<file path="config.mk">
export PLATFORM = sky130hd
export DESIGN_NAME = rice_core_alu_scheduler
export DESIGN_NICKNAME = d
export VERILOG_FILES = /design/src/rtl/rice_core_pkg.sv /design/src/rtl/rice_core_alu.sv /design/src/rtl/rice_core_alu_scheduler.sv
export SDC_FILE = /design/constraint.sdc
export NUM_CORES = 1
export LEC_CHECK = 0
export CAP_MARGIN = 25
export CORE_MARGIN = 10
export CORE_UTILIZATION = 30
export CTS_CLUSTER_SIZE = 8
export DETAILED_ROUTE_END_ITERATION = 7
export SYNTH_ARGS = -nofsm -noshare
export SYNTH_HDL_FRONTEND = slang
export SYNTH_SLANG_ARGS = --single-unit
</file>
<file path="constraint.sdc">
create_clock -name i_clk -period 6.95 [get_ports i_clk]
set_input_delay 1.39 -clock i_clk [delete_from_list [all_inputs] [get_ports i_clk]]
set_output_delay 1.39 -clock i_clk [all_outputs]
set_load 0.005 [all_outputs]
</file>
<file path="src/rtl/rice_core_pkg.sv">
// rice_core_pkg
// Shared types for the rice core ALU path.
//   rice_core_alu_command    : ALU function select.
//   rice_core_alu_source_1/2 : operand A (rs1 or pc) and operand B (rs2 or imm).
//   rice_core_alu_operation  : command plus both source selects. An all-zero
//                              value is a harmless ADD rs1+rs2.
//   rice_core_alu_requester  : owner of a shared-ALU slot.
package rice_core_pkg;

    typedef enum logic [3:0] {
        RICE_CORE_ALU_COMMAND_ADD  = 4'd0,
        RICE_CORE_ALU_COMMAND_SUB  = 4'd1,
        RICE_CORE_ALU_COMMAND_SLL  = 4'd2,
        RICE_CORE_ALU_COMMAND_SLT  = 4'd3,
        RICE_CORE_ALU_COMMAND_SLTU = 4'd4,
        RICE_CORE_ALU_COMMAND_XOR  = 4'd5,
        RICE_CORE_ALU_COMMAND_SRL  = 4'd6,
        RICE_CORE_ALU_COMMAND_SRA  = 4'd7,
        RICE_CORE_ALU_COMMAND_OR   = 4'd8,
        RICE_CORE_ALU_COMMAND_AND  = 4'd9
    } rice_core_alu_command;

    typedef enum logic {
        RICE_CORE_ALU_SOURCE_1_RS1 = 1'b0,
        RICE_CORE_ALU_SOURCE_1_PC  = 1'b1
    } rice_core_alu_source_1;

    typedef enum logic {
        RICE_CORE_ALU_SOURCE_2_RS2 = 1'b0,
        RICE_CORE_ALU_SOURCE_2_IMM = 1'b1
    } rice_core_alu_source_2;

    typedef struct packed {
        rice_core_alu_command  command;
        rice_core_alu_source_1 source_1;
        rice_core_alu_source_2 source_2;
    } rice_core_alu_operation;

    typedef enum logic {
        RICE_CORE_ALU_REQUESTER_EXECUTE = 1'b0,
        RICE_CORE_ALU_REQUESTER_ADDRESS = 1'b1
    } rice_core_alu_requester;

    localparam rice_core_alu_operation RICE_CORE_ALU_OPERATION_NONE = '0;

endpackage

</file>
<file path="src/rtl/rice_core_alu.sv">
// rice_core_alu
// Purely combinational integer ALU.
// Ports:
//   pc, rs1_value, rs2_value, imm_value : candidate operands (XLEN)
//   operation                           : command and source selects
//   result                              : ALU output (XLEN)
module rice_core_alu
    import rice_core_pkg::*;
#(
    parameter int XLEN = 32
) (
    input  logic [XLEN-1:0]        pc,
    input  logic [XLEN-1:0]        rs1_value,
    input  logic [XLEN-1:0]        rs2_value,
    input  logic [XLEN-1:0]        imm_value,
    input  rice_core_alu_operation operation,
    output logic [XLEN-1:0]        result
);

    localparam int SHAMT_WIDTH = $clog2(XLEN);

    logic [XLEN-1:0]        operand_a;
    logic [XLEN-1:0]        operand_b;
    logic [SHAMT_WIDTH-1:0] shamt;

    always_comb begin
        operand_a = (operation.source_1 == RICE_CORE_ALU_SOURCE_1_PC)  ? pc        : rs1_value;
        operand_b = (operation.source_2 == RICE_CORE_ALU_SOURCE_2_IMM) ? imm_value : rs2_value;
        shamt     = operand_b[SHAMT_WIDTH-1:0];
        result    = '0;
        case (operation.command)
            RICE_CORE_ALU_COMMAND_ADD:  result = operand_a + operand_b;
            RICE_CORE_ALU_COMMAND_SUB:  result = operand_a - operand_b;
            RICE_CORE_ALU_COMMAND_SLL:  result = operand_a << shamt;
            RICE_CORE_ALU_COMMAND_SLT:  result = {{(XLEN-1){1'b0}}, $signed(operand_a) < $signed(operand_b)};
            RICE_CORE_ALU_COMMAND_SLTU: result = {{(XLEN-1){1'b0}}, operand_a < operand_b};
            RICE_CORE_ALU_COMMAND_XOR:  result = operand_a ^ operand_b;
            RICE_CORE_ALU_COMMAND_SRL:  result = operand_a >> shamt;
            RICE_CORE_ALU_COMMAND_SRA:  result = $unsigned($signed(operand_a) >>> shamt);
            RICE_CORE_ALU_COMMAND_OR:   result = operand_a | operand_b;
            RICE_CORE_ALU_COMMAND_AND:  result = operand_a & operand_b;
            default:                    result = '0;
        endcase
    end

endmodule

</file>
<file path="src/rtl/rice_core_alu_scheduler.sv">
// rice_core_alu_scheduler
// Shares one rice_core_alu between the execute path (requester 0) and the
// address/branch-target path (requester 1). One result register, tagged with
// its owner, adds one cycle of latency and sustains one op per cycle.
//
// Optional feature: RICE_CORE_ALU_SCHEDULER_ROUND_ROBIN_EN
//   defined     : conflicts alternate via a priority register.
//   not defined : requester 0 always wins a conflict (requester 1 may starve).
//
// Ports:
//   i_clk, i_rst           : clock, synchronous active-high reset
//   i_req_valid/o_req_ready: per-requester request handshake
//   i_req_pc/rs1/rs2/imm   : per-requester operands
//   i_req_alu_operation    : per-requester ALU command and sources
//   i_req_tag              : per-requester opaque tag
//   o_rsp_valid/i_rsp_ready: per-owner response handshake (one-hot valid)
//   o_rsp_result, o_rsp_tag: captured result and tag
//
// Handshake: a transfer happens on a rising edge where valid && ready. Request
// ready depends combinationally on valid; a requester holds its payload stable
// while valid and not ready. A response holds all fields stable until its
// owner's i_rsp_ready is high; the non-owner's ready bit is ignored.
module rice_core_alu_scheduler
    import rice_core_pkg::*;
#(
    parameter int XLEN      = 32,
    parameter int TAG_WIDTH = 4
) (
    input  logic                           i_clk,
    input  logic                           i_rst,
    input  logic [1:0]                     i_req_valid,
    output logic [1:0]                     o_req_ready,
    input  logic [1:0][XLEN-1:0]           i_req_pc,
    input  logic [1:0][XLEN-1:0]           i_req_rs1_value,
    input  logic [1:0][XLEN-1:0]           i_req_rs2_value,
    input  logic [1:0][XLEN-1:0]           i_req_imm_value,
    input  rice_core_alu_operation [1:0]   i_req_alu_operation,
    input  logic [1:0][TAG_WIDTH-1:0]      i_req_tag,
    output logic [1:0]                     o_rsp_valid,
    input  logic [1:0]                     i_rsp_ready,
    output logic [XLEN-1:0]                o_rsp_result,
    output logic [TAG_WIDTH-1:0]           o_rsp_tag
);

    logic                   rsp_valid;
    rice_core_alu_requester rsp_owner;
    logic [XLEN-1:0]        rsp_result;
    logic [TAG_WIDTH-1:0]   rsp_tag;

    logic                   slot_free;
    logic                   grant_valid;
    rice_core_alu_requester grant;
    rice_core_alu_requester conflict_winner;
    logic                   accept;

    logic [XLEN-1:0]        alu_pc;
    logic [XLEN-1:0]        alu_rs1_value;
    logic [XLEN-1:0]        alu_rs2_value;
    logic [XLEN-1:0]        alu_imm_value;
    rice_core_alu_operation alu_operation;
    logic [XLEN-1:0]        alu_result;

`ifdef RICE_CORE_ALU_SCHEDULER_ROUND_ROBIN_EN
    // Requester favoured on the next conflict; flips away from whoever won.
    rice_core_alu_requester rr_priority;

    always_ff @(posedge i_clk) begin
        if (i_rst) begin
            rr_priority <= RICE_CORE_ALU_REQUESTER_EXECUTE;
        end else if (accept) begin
            rr_priority <= (grant == RICE_CORE_ALU_REQUESTER_EXECUTE) ?
                           RICE_CORE_ALU_REQUESTER_ADDRESS : RICE_CORE_ALU_REQUESTER_EXECUTE;
        end
    end

    assign conflict_winner = rr_priority;
`else
    assign conflict_winner = RICE_CORE_ALU_REQUESTER_EXECUTE;
`endif

    // The slot can take a new op if empty or if its current owner drains it
    // this cycle (drain and reload in one cycle, no bubble).
    assign slot_free = !rsp_valid || i_rsp_ready[rsp_owner];

    always_comb begin
        grant_valid = |i_req_valid;
        grant       = RICE_CORE_ALU_REQUESTER_EXECUTE;
        if (&i_req_valid) begin
            grant = conflict_winner;
        end else if (i_req_valid[1]) begin
            grant = RICE_CORE_ALU_REQUESTER_ADDRESS;
        end
        accept      = slot_free && grant_valid;
        o_req_ready = 2'b00;
        if (accept) begin
            o_req_ready[grant] = 1'b1;
        end

        // Idle ALU sees all-zero inputs so it does not toggle on stale data.
        alu_pc        = '0;
        alu_rs1_value = '0;
        alu_rs2_value = '0;
        alu_imm_value = '0;
        alu_operation = RICE_CORE_ALU_OPERATION_NONE;
        if (grant_valid) begin
            alu_pc        = i_req_pc[grant];
            alu_rs1_value = i_req_rs1_value[grant];
            alu_rs2_value = i_req_rs2_value[grant];
            alu_imm_value = i_req_imm_value[grant];
            alu_operation = i_req_alu_operation[grant];
        end
    end

    rice_core_alu #(
        .XLEN (XLEN)
    ) u_alu (
        .pc        (alu_pc),
        .rs1_value (alu_rs1_value),
        .rs2_value (alu_rs2_value),
        .imm_value (alu_imm_value),
        .operation (alu_operation),
        .result    (alu_result)
    );

    always_ff @(posedge i_clk) begin
        if (i_rst) begin
            rsp_valid  <= 1'b0;
            rsp_owner  <= RICE_CORE_ALU_REQUESTER_EXECUTE;
            rsp_result <= '0;
            rsp_tag    <= '0;
        end else if (accept) begin
            rsp_valid  <= 1'b1;
            rsp_owner  <= grant;
            rsp_result <= alu_result;
            rsp_tag    <= i_req_tag[grant];
        end else if (slot_free) begin
            rsp_valid  <= 1'b0;
        end
    end

    always_comb begin
        o_rsp_valid = 2'b00;
        if (rsp_valid) begin
            o_rsp_valid[rsp_owner] = 1'b1;
        end
    end

    assign o_rsp_result = rsp_result;
    assign o_rsp_tag    = rsp_tag;

endmodule
</file>
==> results of run 1 <==
## per-layer routing
metal | wire length (um) | global-route usage [%]
met2 | 30600 | 41.9
met3 | 7640 | 5.89
met4 | 2810 | 10.5
met1 | 31000 | 37.4
met5 | 0 | 0
## worst max-delay path: stages
cell and delay, ps:
clkdlybuf4s50_1 740, buf_4 330, mux2_2 360, nand2_1 70, o21ai_1 120, ha_1 420
nor2b_1 170, o21ai_1 250, o221ai_1 290, o221a_2 410, a221oi_2 470, a311o_1 330
nor3_1 80, a2111oi_1 330, o22ai_1 150, a221oi_1 310
## per-stage QoR
| step | instance area [um^2] | util (%) |
|---|---|---|
| floorplan | 12100 | - |
| finish | 16000 | 40.2 |
| global route | 16000 | 40.2 |
| global placement | 15900 | 39.7 |
| CTS | 16000 | 40.2 |
| detailed placement | 15900 | 39.7 |
## state kept, by name, summed over array words and instances, names as in the netlist
name	cells
rsp_owner	1
rsp_valid	1
o_rsp_tag	4
o_rsp_result	32
## power by group through the flow
stage	clock network, mW	logic (mW)	registers, mW
global placement	0	1.69	0.255
floorplan	0	1.02	0.252
CTS	0.300	1.70	0.251
global route	0.303	1.86	0.253
detailed placement	0	1.69	0.255
finish	0.296	1.75	0.251
## final cells by class
| type | instances | area share [%] |
|---|---|---|
| multi-input combinational | 1538 | 64.6 |
| antenna | 1 | 0.0156 |
| tap | 525 | 4.10 |
| timing repair buffer | 390 | 23.2 |
| clock buffer | 6 | 0.866 |
| inverter | 100 | 2.34 |
| clock inverter | 1 | 0.187 |
| sequential | 38 | 4.74 |
## cell families after synthesis
family,count (synthesis),share of synthesized area [%]
AND/OR/NAND/NOR,561,19.9
flip-flops,38,6.27
multiplexers,193,16.8
adder cells (fa/ha/maj),100,10.4
AO/OA/AOI/OAI,672,37.0
buffers and inverters,248,8.81
XOR/XNOR,12,0.866
## layout by cell type (no fill, tap or decap), drive strengths merged, types with 10 or more instances in the layout
master         synthesis  layout
xnor2                 10      10
clkdlybuf4s50          0     318
nand2                233     233
o22ai                 31      31
a21oi                152     152
nor3                  44      44
o2111ai               12      12
a211oi                23      23
mux2i                138     138
o31ai                 10      10
mux2                  53      53
nor2                 179     179
ha                    98      98
o21ai                171     171
and2                  15      15
o21bai                10      10
nand3                 27      27
dfxtp                 38      38
a22oi                 38      38
a221oi                45      45
buf                   82      72
inv                  100     100
nor2b                 12      12
a31oi                 15      15
o21a                  20      20
o211ai                44      44
a21o                  12      12
## synthesized netlist by cell type (6+ instances only)
cell,number
a311oi_1,7
xnor2_1,10
a31oi_1,15
o21ai_0,123
inv_1,87
nor3_1,44
o31a_1,7
dfxtp_1,38
nor4_1,9
a221o_1,7
a221oi_1,43
o211ai_1,44
nor2b_1,12
o31ai_1,9
and2_1,15
clkbuf_1,66
nand4_1,7
mux2i_1,138
o21a_1,20
nand2b_1,9
o2111ai_1,12
o32ai_1,9
o21bai_1,10
buf_2,51
o21ai_1,48
nor2_1,178
a22oi_1,37
a22o_1,6
a21oi_1,150
and3_1,7
o22ai_1,30
mux2_2,47
buf_1,16
o221ai_1,9
nand3_1,27
inv_2,13
a211oi_1,23
a21o_1,12
buf_4,10
nand2_1,233
ha_1,98
## path summary, 6_finish.rpt
kind,slack [ps],cells past startpoint,start,endpoint
setup / recovery,940,16,i_req_alu_operation[1],o_rsp_result[26]
hold / removal,480,2,o_rsp_tag[0],o_rsp_tag[0]
setup reg to reg,3830,12,rsp_owner,o_rsp_result[19]
hold reg to reg,480,2,o_rsp_tag[0],o_rsp_tag[0]
==> tab_implementation.tex, run 1 <==
\begin{tabular}{lr}
\hline
Metric & Value \\
\hline
\multicolumn{2}{l}{\textbf{Clock tree}} \\
\quad Post-CTS setup buffer count & 0 \\
\quad Hold-fix buffers, CTS & 0 \\
\quad Number of buffers on the longest clock path & 2 \\
\quad Clock tree root buffer cell & clkbuf\_16 \\
\quad TritonCTS Sinks & 38 \\
\quad Clock tree from TritonCTS & built \\
\quad Number of H-tree branching levels & 2 \\
\quad CTS resizes & 0 \\
\quad Clock slew at reported path FFs & 70 ps \\
\quad Insertion delay of the later-clocked pin in the worst-skew pair & 310 ps \\
\quad Number of buffers created by CTS & 5 \\
\multicolumn{2}{l}{\textbf{Hold path}} \\
\quad Path category of the worst min-delay check & reg -> reg \\
\multicolumn{2}{l}{\textbf{Cells and area}} \\
\quad Layout area overhead & 32.1\% \\
\quad Count of placed standard cells in the final layout, fillers left out & 2,599 \\
\quad Total area of multi-input combinational cells & 10,400 um\^{}2 \\
\quad Layout net count & 2,455 \\
\quad Area taken by flip-flops and latches & 761 um\^{}2 \\
\quad Fillers & 4,261 \\
\quad Fraction of final layout cells sized beyond drive strength 1 & 8.15\% \\
\multicolumn{2}{l}{\textbf{Routing}} \\
\quad Drt pass-1 iters & 6 \\
\quad DRC violation count after routing & 0 \\
\quad Number of vias per cell after detailed routing & 6.11 \\
\quad Detailed-route wire length per cell & 27.7 um \\
\quad Total number of vias & 15,900 \\
\quad Number of nets with antenna violations after routing & 0 \\
\quad Routed wire length & 72,000 um \\
\quad Number of design-rule violations left by the first detailed-router iteration & 1,768 \\
\multicolumn{2}{l}{\textbf{Synth}} \\
\quad Cell type contributing the most total cell area after synthesis & mux2i\_1 \\
\quad Most used flip-flop cell after synthesis & dfxtp\_1 \\
\quad Distinct cell type count of the synthesized netlist & 89 \\
\quad Syn avg cell area & 6.65 um\^{}2 \\
\quad Share of synthesized area occupied by flip-flops and latches & 6.27\% \\
\quad Cells after synthesis & 1,824 \\
\quad Synth top area cells & mux2i\_1 11\%, ha\_1 10\%, nand2\_1 7.2\%, dfxtp\_1 6.3\%, a21oi\_1 6.2\% \\
\quad Share of the synthesized area in the top cell type & 11.4\% \\
\quad Mapped cell area & 12,100 um\^{}2 \\
\quad Post-synth EDFFs & 0 \\
\quad Post-Syn Nets & 2,206 \\
\quad Post-synthesis async set-or-reset flop share & 0\% \\
\quad Number of synthesized register bits & 38 \\
\quad Count of warnings emitted by yosys & 0 \\
\multicolumn{2}{l}{\textbf{GRT}} \\
\quad Via count of the first global-routing pass & 15,300 \\
\quad Antenna violations before repair & 2 \\
\quad Remaining global-route overflow & 0 \\
\quad Largest net degree at the start of global routing & 78 \\
\quad Wire length of the first global-routing pass & 105,000 um \\
\quad Tot GR Track Use & 27.6\% \\
\multicolumn{2}{l}{\textbf{Pwr}} \\
\quad Part of the total power dissipated in the clock network & 12.9\% \\
\quad Pwr per Cell Area & 143 nW/um\^{}2 \\
\quad Power share of the combinational group & 76.2\% \\
\quad Switching power & 1.22 mW \\
\quad Switching portion of total power & 52.9\% \\
\quad Relative contribution of sequential cells to total power & 10.9\% \\
\quad IR drop worst, VDD & 0.0000950 V \\
\quad Post-layout power & 2.30 mW \\
\quad Static Leak & 6.40 nW \\
\quad Internal Pwr Total & 1.08 mW \\
\multicolumn{2}{l}{\textbf{Placement}} \\
\quad Count of buffers from port buffering & 321 \\
\quad Pre-CTS WS & 655 ps \\
\quad Placer Congestion & 1.07 \\
\quad Cell Count Post-Placement & 2,591 \\
\quad Post-DP HPWL & 58,500 um \\
\multicolumn{2}{l}{\textbf{Critical path}} \\
\quad CP Data Required Time & 7150 ps \\
\quad Kind of start point of the critical path & input port \\
\quad Category of the most critical setup path & in -> reg \\
\quad Element type at the critical path end & register \\
\quad Top fanout value on the critical path & 12 \\
\quad Data arrival at the endpoint of the critical path & 6210 ps \\
\multicolumn{2}{l}{\textbf{STA}} \\
\quad Hold violation count in the final report & 0 \\
\quad Final hold slack & 481 ps \\
\quad Worst relative slew slack & 25.3\% \\
\quad Worst Skew & 3.73 ps \\
\quad RSZ-0062 raised after global routing & no \\
\quad Highest attainable clock frequency & 0.166 GHz \\
\quad Total of endpoints with negative setup slack in the final report & 0 \\
\quad Transition time at the pin with the least slew margin & 1090 ps \\
\quad Final worst slack & 940 ps \\
\quad Final worst path period share & 86.5\% \\
\quad Min cycle time layout & 6010 ps \\
\quad Final setup TNS & 0 ps \\
\quad Max-slew violation count & 0 \\
\multicolumn{2}{l}{\textbf{Floorplanning}} \\
\quad Total die area & 48,900 um\^{}2 \\
\quad Top-level I/O count & 322 \\
\quad Starting density of the core & 30.4\% \\
\quad Die Height & 221 um \\
\quad Standard cell core area & 39,900 um\^{}2 \\
\quad Die width & 221 um \\
\quad Core Rows & 73 \\
\multicolumn{2}{l}{\textbf{Outcome}} \\
\quad Result of the run & finished clean \\
\multicolumn{2}{l}{\textbf{Run}} \\
\quad Total of max-cap violations & 0 \\
\hline
\end{tabular}
Note: power is estimated with default switching activity, not from simulation.
==> run 2, diff against run 1 <==
--- a/config.mk
+++ b/config.mk
@@ -6,10 +6,13 @@
 export NUM_CORES = 1
 export LEC_CHECK = 0
 export CAP_MARGIN = 25
+export CELL_PAD_IN_SITES_DETAIL_PLACEMENT = 0
+export CELL_PAD_IN_SITES_GLOBAL_PLACEMENT = 2
 export CORE_MARGIN = 10
-export CORE_UTILIZATION = 30
+export CORE_UTILIZATION = 27
 export CTS_CLUSTER_SIZE = 8
 export DETAILED_ROUTE_END_ITERATION = 7
+export PLACE_DENSITY_LB_ADDON = 0.1
 export SYNTH_ARGS = -nofsm -noshare
 export SYNTH_HDL_FRONTEND = slang
 export SYNTH_SLANG_ARGS = --single-unit
==> tab_implementation.tex, run 2 (same netlist as run 1, synthesis figures left out) <==
\begin{tabular}{lr}
\hline
Metric & Value \\
\hline
\multicolumn{2}{l}{\textbf{Outcome}} \\
\quad Result of the run & finished clean \\
\multicolumn{2}{l}{\textbf{Pwr}} \\
\quad Pwr per Cell Area & 148 nW/um\^{}2 \\
\quad IR drop worst, VDD & 0.0000840 V \\
\quad Post-layout power & 2.41 mW \\
\quad Static Leak & 6.49 nW \\
\multicolumn{2}{l}{\textbf{Routing}} \\
\quad Drt pass-1 iters & 6 \\
\quad Number of vias per cell after detailed routing & 5.90 \\
\quad DRC violation count after routing & 0 \\
\quad Number of design-rule violations left by the first detailed-router iteration & 1,877 \\
\quad Number of nets with antenna violations after routing & 0 \\
\quad Detailed-route wire length per cell & 29.1 um \\
\quad Routed wire length & 78,100 um \\
\quad Total number of vias & 15,800 \\
\multicolumn{2}{l}{\textbf{Critical path}} \\
\quad FF-to-FF setup slack & 3400 ps \\
\quad Element type at the critical path end & register \\
\quad Top fanout value on the critical path & 9 \\
\quad Category of the most critical setup path & in -> reg \\
\quad CP Data Required Time & 7180 ps \\
\quad Kind of start point of the critical path & input port \\
\quad Data arrival at the endpoint of the critical path & 6440 ps \\
\multicolumn{2}{l}{\textbf{STA}} \\
\quad RSZ-0062 raised after global routing & no \\
\quad Highest attainable clock frequency & 0.161 GHz \\
\quad Max-slew violation count & 0 \\
\quad Total of endpoints with negative setup slack in the final report & 0 \\
\quad Final worst path period share & 89.4\% \\
\quad Hold violation count in the final report & 0 \\
\quad Min cycle time layout & 6210 ps \\
\quad Worst Skew & 7.75 ps \\
\quad Final hold slack & 472 ps \\
\quad Transition time at the pin with the least slew margin & 1110 ps \\
\quad Final setup TNS & 0 ps \\
\quad Worst relative slew slack & 25.0\% \\
\multicolumn{2}{l}{\textbf{Floorplanning}} \\
\quad Total die area & 53,800 um\^{}2 \\
\quad Standard cell core area & 44,300 um\^{}2 \\
\quad Starting density of the core & 27.4\% \\
\quad Die Height & 232 um \\
\quad Core Rows & 77 \\
\quad Die width & 232 um \\
\quad Top-level I/O count & 322 \\
\multicolumn{2}{l}{\textbf{Clock tree}} \\
\quad Clock tree from TritonCTS & built \\
\quad CTS resizes & 0 \\
\quad Number of buffers created by CTS & 5 \\
\quad Insertion delay of the later-clocked pin in the worst-skew pair & 320 ps \\
\quad Hold-fix buffers, CTS & 0 \\
\quad Clock slew at reported path FFs & 80 ps \\
\quad Clock tree root buffer cell & clkbuf\_16 \\
\quad Number of buffers on the longest clock path & 2 \\
\quad TritonCTS Sinks & 38 \\
\quad Post-CTS setup buffer count & 0 \\
\quad Number of H-tree branching levels & 2 \\
\multicolumn{2}{l}{\textbf{GRT}} \\
\quad Antenna violations before repair & 6 \\
\quad Largest net degree at the start of global routing & 62 \\
\quad Tot GR Track Use & 27.7\% \\
\quad Remaining global-route overflow & 0 \\
\quad Via count of the first global-routing pass & 15,100 \\
\quad Wire length of the first global-routing pass & 111,000 um \\
\multicolumn{2}{l}{\textbf{Cells and area}} \\
\quad Layout net count & 2,471 \\
\quad Share of the core filled with cells in the final layout & 36.8\% \\
\quad Largest register FFs & 32 \\
\quad Most common cell after layout, fill and taps aside & clkdlybuf4s50\_1 \\
\quad Layout area overhead & 34.2\% \\
\quad Final design instance area without fill & 16,300 um\^{}2 \\
\quad Fraction of final layout cells sized beyond drive strength 1 & 9.00\% \\
\quad Commonest cells after routing, fill and taps aside & 318 x clkdlybuf4s50\_1, 230 x nand2\_1, 178 x nor2\_1 \\
\multicolumn{2}{l}{\textbf{Hold path}} \\
\quad Path category of the worst min-delay check & reg -> reg \\
\multicolumn{2}{l}{\textbf{Placement}} \\
\quad Area of placed instances & 16,100 um\^{}2 \\
\quad Placer Congestion & 1.01 \\
\quad Post-DP HPWL & 63,200 um \\
\quad Count of buffers from port buffering & 321 \\
\multicolumn{2}{l}{\textbf{Run}} \\
\quad Total of max-cap violations & 0 \\
\hline
\end{tabular}
[run 2: worst max-delay path, stage by stage]
cell	delay [ps]
clkdlybuf4s50_1	850
mux2i_1	150
o22a_1	300
ha_1	270
fa_1	500
nor2b_1	140
o21ai_1	140
o221ai_1	470
o221a_2	360
a21oi_1	100
o21bai_1	520
a21boi_1	240
a21oi_1	290
mux2i_1	300
a221oi_1	140
a221oi_1	270
[run 2: worst paths after layout]
| path | start | end | cells after the start |
|---|---|---|---|
| worst max-delay path | i_req_alu_operation[7] | o_rsp_result[28] | 16 |
| worst min-delay path | o_rsp_tag[2] | o_rsp_tag[2] | 2 |
| worst max register to register | rsp_owner | o_rsp_result[29] | 12 |
| worst min register to register | o_rsp_tag[2] | o_rsp_tag[2] | 2 |
[run 2: area by class of cell]
cell class / instances / area (um^2)
Antenna cell: 2 / 5.00
Clock buffer: 6 / 139
Clock inverter: 2 / 60.1
Fill cell: 4813 / 28000
Inverter: 100 / 375
Multi-Input combinational cell: 1538 / 10400
Sequential cell: 38 / 761
Tap cell: 592 / 741
Timing Repair Buffer: 406 / 3850
[run 2: stage by stage]
step,instances,setup slack [ps]
after floorplan,1824,1480
after global placement,2673,581
after detailed placement,2674,582
after CTS,2682,917
after global routing,2682,585
final,2684,736
[run 2: per-layer routing]
metal | routed length [um] | up-vias | global-route usage (%)
met5 | 13 | - | 0
met1 | 34800 | 7668 | 37.4
met4 | 2470 | 2 | 8.54
met2 | 34200 | 782 | 43.3
li1 | - | 7279 | -
met3 | 6560 | 94 | 5.77
[run 2: power by group]
part / internal, mW / switching [mW]
logic: 0.682 / 1.13
clock network: 0.217 / 0.134
registers: 0.236 / 0.0150
total: 1.14 / 1.27
